## src/rtl/uart_frame_pkg.sv

```systemverilog
// Shared types and constants for the UART frame sequencer (uart_frame_ctrl).
package uart_frame_pkg;

  localparam logic [7:0] CMD_WR_DEFAULT = 8'h57;
  localparam logic [7:0] CMD_RD_DEFAULT = 8'h52;

  localparam logic [1:0] ERR_NONE = 2'd0;
  localparam logic [1:0] ERR_CMD  = 2'd1;
  localparam logic [1:0] ERR_OVF  = 2'd2;
  localparam logic [1:0] ERR_UND  = 2'd3;

  typedef enum logic [2:0] {
    IDLE    = 3'd0,
    LEN_H   = 3'd1,
    LEN_L   = 3'd2,
    WR      = 3'd3,
    RD_REQ  = 3'd4,
    RD_LOAD = 3'd5,
    RD_WAIT = 3'd6,
    DONE    = 3'd7
  } ufc_state_e;

endpackage

```

## src/rtl/uart_frame_ctrl_timeout.sv

```systemverilog
// Inter-byte timeout counter for uart_frame_ctrl; compiled only when UFC_TIMEOUT_EN is defined.
`ifdef UFC_TIMEOUT_EN
module ufc_timeout #(
  parameter int TIMEOUT_CYC = 50000
) (
  input  logic clk,
  input  logic rst_n,
  input  logic run,
  input  logic clr,
  output logic expired
);

  localparam int CW = $clog2(TIMEOUT_CYC);

  logic [CW-1:0] cyc_q;
  logic [CW-1:0] cyc_d;

  always_comb begin
    cyc_d = cyc_q + CW'(1);
    if (!run || clr) cyc_d = '0;
  end

  always_ff @(posedge clk or negedge rst_n) begin
    if (!rst_n) cyc_q <= '0;
    else        cyc_q <= cyc_d;
  end

  // An event in the expiry cycle wins, so a byte arriving just in time is kept.
  assign expired = run && !clr && (cyc_q == CW'(TIMEOUT_CYC - 1));

endmodule
`endif

```

## src/rtl/uart_frame_ctrl.sv

```systemverilog
// Frame sequencer: parses cmd/len_hi/len_lo then moves payload between UART and FIFO.
// Optional inter-byte timeout is enabled with the UFC_TIMEOUT_EN macro.
module uart_frame_ctrl
  import uart_frame_pkg::*;
#(
`ifdef UFC_TIMEOUT_EN
  parameter int         TIMEOUT_CYC = 50000,
`endif
  parameter int         LEN_W  = 16,
  parameter logic [7:0] CMD_WR = CMD_WR_DEFAULT,
  parameter logic [7:0] CMD_RD = CMD_RD_DEFAULT
) (
  input  logic             clk,
  input  logic             rst_n,
  input  logic             rok,
  input  logic [7:0]       rx_data,
  input  logic             fifo_full,
  input  logic             fifo_empty,
  output logic             fifo_wr,
  output logic [7:0]       fifo_wdata,
  output logic             fifo_rd,
  input  logic [7:0]       fifo_rdata,
  output logic             tx_start,
  output logic [7:0]       tx_data,
  input  logic             tx_done,
  output logic [7:0]       cmd,
  output logic [LEN_W-1:0] frame_len,
  output logic             busy,
  output logic             frame_done,
  output logic [1:0]       err_code
);

  ufc_state_e       state_q, state_d;
  logic [7:0]       cmd_q, cmd_d;
  logic [LEN_W-1:0] frame_len_q, frame_len_d;
  logic [LEN_W-1:0] cnt_q, cnt_d;
  logic [1:0]       err_q, err_d;
  logic             fifo_wr_q, fifo_wr_d;
  logic [7:0]       fifo_wdata_q, fifo_wdata_d;
  logic             tx_start_q, tx_start_d;
  logic [7:0]       tx_data_q, tx_data_d;
  logic             frame_done_q, frame_done_d;

  logic [LEN_W-1:0] len_lo;
  logic [LEN_W-1:0] cnt_inc;
  logic             cmd_bad;
  logic             to_expired;

  assign len_lo  = {frame_len_q[LEN_W-1:8], rx_data};
  assign cnt_inc = cnt_q + LEN_W'(1);
  assign cmd_bad = (cmd_q != CMD_WR) && (cmd_q != CMD_RD);

`ifdef UFC_TIMEOUT_EN
  logic to_run;
  logic to_clr;

  assign to_run = (state_q == LEN_H) || (state_q == LEN_L) ||
                  (state_q == WR)    || (state_q == RD_WAIT);
  assign to_clr = (state_q == RD_WAIT) ? tx_done : rok;

  ufc_timeout #(
    .TIMEOUT_CYC (TIMEOUT_CYC)
  ) u_timeout (
    .clk     (clk),
    .rst_n   (rst_n),
    .run     (to_run),
    .clr     (to_clr),
    .expired (to_expired)
  );
`else
  assign to_expired = 1'b0;
`endif

  always_comb begin
    state_d      = state_q;
    cmd_d        = cmd_q;
    frame_len_d  = frame_len_q;
    cnt_d        = cnt_q;
    err_d        = err_q;
    fifo_wr_d    = 1'b0;
    fifo_wdata_d = fifo_wdata_q;
    tx_start_d   = 1'b0;
    tx_data_d    = tx_data_q;

    case (state_q)
      IDLE: if (rok) begin
        cmd_d   = rx_data;
        err_d   = ERR_NONE;
        state_d = LEN_H;
      end
      LEN_H: if (rok) begin
        frame_len_d[LEN_W-1:8] = rx_data;
        state_d                = LEN_L;
      end
      LEN_L: if (rok) begin
        frame_len_d = len_lo;
        cnt_d       = '0;
        if (cmd_bad) err_d = ERR_CMD;
        if (cmd_bad || (len_lo == '0)) state_d = DONE;
        else if (cmd_q == CMD_WR)      state_d = WR;
        else                           state_d = RD_REQ;
      end
      // A byte that meets a full FIFO is still counted so the frame stays aligned.
      WR: if (rok) begin
        fifo_wdata_d = rx_data;
        if (fifo_full) err_d     = ERR_OVF;
        else           fifo_wr_d = 1'b1;
        cnt_d = cnt_inc;
        if (cnt_inc == frame_len_q) state_d = DONE;
      end
      RD_REQ: begin
        if (fifo_empty) begin
          err_d   = ERR_UND;
          state_d = DONE;
        end else begin
          state_d = RD_LOAD;
        end
      end
      RD_LOAD: begin
        tx_data_d  = fifo_rdata;
        tx_start_d = 1'b1;
        state_d    = RD_WAIT;
      end
      RD_WAIT: if (tx_done) begin
        cnt_d   = cnt_inc;
        state_d = (cnt_inc == frame_len_q) ? DONE : RD_REQ;
      end
      DONE:    state_d = IDLE;
      default: state_d = IDLE;
    endcase

    if (to_expired) begin
      err_d   = ERR_UND;
      state_d = DONE;
    end

    frame_done_d = (state_d == DONE);
  end

  always_ff @(posedge clk or negedge rst_n) begin
    if (!rst_n) begin
      state_q      <= IDLE;
      cmd_q        <= '0;
      frame_len_q  <= '0;
      cnt_q        <= '0;
      err_q        <= ERR_NONE;
      fifo_wr_q    <= 1'b0;
      fifo_wdata_q <= '0;
      tx_start_q   <= 1'b0;
      tx_data_q    <= '0;
      frame_done_q <= 1'b0;
    end else begin
      state_q      <= state_d;
      cmd_q        <= cmd_d;
      frame_len_q  <= frame_len_d;
      cnt_q        <= cnt_d;
      err_q        <= err_d;
      fifo_wr_q    <= fifo_wr_d;
      fifo_wdata_q <= fifo_wdata_d;
      tx_start_q   <= tx_start_d;
      tx_data_q    <= tx_data_d;
      frame_done_q <= frame_done_d;
    end
  end

  // Read strobe is issued in RD_REQ itself so fifo_rdata is valid during RD_LOAD.
  assign fifo_rd    = (state_q == RD_REQ) && !fifo_empty;
  assign fifo_wr    = fifo_wr_q;
  assign fifo_wdata = fifo_wdata_q;
  assign tx_start   = tx_start_q;
  assign tx_data    = tx_data_q;
  assign cmd        = cmd_q;
  assign frame_len  = frame_len_q;
  assign busy       = (state_q != IDLE);
  assign frame_done = frame_done_q;
  assign err_code   = err_q;

endmodule

```

## config.mk

```make
export PLATFORM = sky130hd
export DESIGN_NAME = uart_frame_ctrl
export DESIGN_NICKNAME = d
export VERILOG_FILES = /design/src/rtl/uart_frame_pkg.sv /design/src/rtl/uart_frame_ctrl_timeout.sv /design/src/rtl/uart_frame_ctrl.sv
export SDC_FILE = /design/constraint.sdc
export NUM_CORES = 1
export LEC_CHECK = 0
export BUFFER_PORTS_ARGS = -buffer_cell sky130_fd_sc_hd__buf_2
export CORE_UTILIZATION = 30
export DETAILED_ROUTE_END_ITERATION = 16
export SYNTH_ARGS = -nofsm -noshare
export SYNTH_HDL_FRONTEND = slang
export SYNTH_HIERARCHICAL = 1
export SYNTH_SLANG_ARGS = --single-unit
```

## constraint.sdc

```tcl
create_clock -name clk -period 3.75 [get_ports clk]
set_clock_uncertainty 0.15 [all_clocks]
set_input_delay 0.75 -clock clk [delete_from_list [all_inputs] [get_ports clk]]
set_output_delay 0.75 -clock clk [all_outputs]
set_load 0.01 [all_outputs]
```

==> out/summary.txt <==
clk sink count = 64
worst hold slack = 325 ps
relative slew slack = 44.9%
first-pass GRT wire length = 14.5 mm
outcome = finished clean
CTS tree = built
Worst Hold Class = reg -> reg
mean routed wirelength per cell = 16.1 um
Setup-failing EPs final = 0
final worst path period need = 2720 ps
commonest cells after routing, fill and taps aside = 68 x buf_2, 64 x dfrtp_1, 41 x nand2_1
Mapped Cells = 335
CP max FO = 7
Die ar. = 11900 um2
#FFs+latches synth = 64
top cells by area, synth = dfrtp_1 47%, mux2_2 10%, nand2_1 4.5%
syn avg cell area = 10.3 um2
number of buffers added on ports = 68
worst reg2reg setup slack = 1030 ps
Util after Layout = 37.9%
hold depth = 2
total grt overflow = 0
Starting DRT DRC Count = 187
setup TNS = 0 ps
Final Hold Viols = 0
crit start category = flop
Worst EP required = 3850 ps
CTS Buf Count = 9
most common cell after layout, fill and taps aside = buf_2
gr busiest metal = met2
clk buf depth = 2
Worst-Margin Slew = 826 ps
critical path class = reg -> reg
register area share after synthesis = 46.6%
n_diodes = 0
Via density = 5.27
Die Wd = 109 um
Root Driver = clkbuf_16
final cell count without fillers = 544
worst reg2reg endpoint = frame_done
fill count = 1059
Power Total = 3.40 mW
hold path start = tx_data[2]
pin count of the biggest net entering global routing = 65
Placer Congestion = 0.858
Hold Buf Count CTS = 0
post-synth top area cell = dfrtp_1
worst endpoint data arrival time = 2820 ps
hpwl dp = 6.23 mm
DR DRC count = 0
height of the chip = 109 um
# Post-CTS Setup Buffers = 0
Syn Nets = 358
met1 Use GR = 21.7%
Clock Latency Late Sink = 330 ps
placed cells = 528
Post-synth EDFFs = 0
Antenna Nets Post-Route = 0
Max Freq = 367 MHz
RSZ-0062 raised after global routing = false
yosys synthesis warning count = 6
# H-tree levels = 3
Pins Over Slew Limit = 0
total core area = 11000 um2
Area growth syn-to-layout = 21.2%
LEAKAGE = 1.87 nW
Synth async-reset ratio = 100%
Core Rows = 38
clock slew at reported path FFs = 60 ps
critical path endpoint category = flop
Total Wirelength = 8.76 mm
Reg2Reg Depth = 8
Most used DFF post-synth = dfrtp_1
count of different cell masters after synthesis = 58
Tcrit/Tclk final = 72.7%
VDD IR-drop max = 0.407 mV
post_cts resized = 0
Total GRT Usage = 16.0%
GRT met2 Usage = 24.8%
Detailed Routing Iterations Pass 1 = 4
Yosys top cell area share = 46.6%
Hold Path End = tx_data[2]
Max Cap Violations = 0
PwrDens = 816 nW/um2
met3 Use GR = 3.05%
IO Pins = 69
starting density of the core = 31.3%
number of global-route vias before repair = 2883
Post-Syn Area = 3440 um2
share of cells above drive strength 1 = 32.9%
worst reg2reg startpoint = cnt_q[0]
final net count = 422
initial antenna violation count = 0
Vias = 2867
[through the flow]
step	worst slack, ps	cell area, um2
3_5_place_dp	976	3860
5_1_grt	784	4160
6_report	1030	4160
3_3_place_gp	1070	3860
2_1_floorplan	1350	3440
4_1_cts	1030	4160
[registers in the layout, summed over array words and instances, names as in the netlist]
| name | count |
|---|---|
| fifo_wr | 1 |
| state_q | 3 |
| frame_done | 1 |
| cmd | 8 |
| err_code | 2 |
| tx_data | 8 |
| cnt_q | 16 |
| fifo_wdata | 8 |
| frame_len | 16 |
| tx_start | 1 |
[cell type report]
| type | instances | area [um2] | area share (%) |
|---|---|---|---|
| Timing Repair Buffer | 70 | 355 | 8.53 |
| Clock inverter | 7 | 77.6 | 1.86 |
| Tap cell | 140 | 175 | 4.21 |
| Inverter | 5 | 18.8 | 0.451 |
| Multi-Input combinational cell | 249 | 1710 | 41.1 |
| Sequential cell | 64 | 1600 | 38.5 |
| Clock buffer | 9 | 225 | 5.41 |
[worst max path at each step]
| stage | start | end | slack, ps | cells after the start |
|---|---|---|---|---|
| after global placement | rx_data[1] | frame_done | 1070 | 8 |
| final | cnt_q[0] | frame_done | 1030 | 8 |
| after CTS | cnt_q[0] | frame_done | 1030 | 8 |
| after detailed placement | rx_data[2] | frame_done | 980 | 8 |
| after floorplan | cnt_q[0] | frame_done | 1350 | 8 |
| after global routing | cnt_q[0] | frame_done | 780 | 8 |
[per-layer routing]
metal,up-vias,wire (um)
li1,1348,-
met1,1411,4030
met2,93,4040
met3,15,522
met4,0,179
met5,-,0
[cells by family (layout without fill, tap and decap cells)]
group / Yosys count / in the layout / synth area share [%]
fa+ha+maj: 1 / 1 / 0.364
flops: 64 / 64 / 46.6
simple gates: 124 / 124 / 19.8
compound gates: 71 / 71 / 13.7
buf+inv: 22 / 91 / 3.64
mux: 32 / 32 / 10.5
xor+xnor: 21 / 21 / 5.35
[power by group]
| part | internal, mW | switching (mW) |
|---|---|---|
| registers | 0.956 | 0.336 |
| logic | 0.607 | 0.642 |
| clock network | 0.521 | 0.334 |
[cells in the mapped netlist (8+ instances only)]
master    number
xor2_1         9
nor2_1        17
xnor2_1       12
nand3_1       12
a21oi_1       12
clkbuf_1      10
o21ai_1        9
mux2_2        32
and3_1         8
o21ai_0       18
nand2_1       41
o31ai_1        9
dfrtp_1       64
[critical path, cell delays in order (launching register included)]
cell      delay [ps]
dfrtp_1          430
ha_1             270
nand3_1          240
or3_1            400
o21ai_1          120
a21boi_0         120
or3_2            420
o31ai_1          260
a21boi_1         230
(Power assumes the default switching activity.)
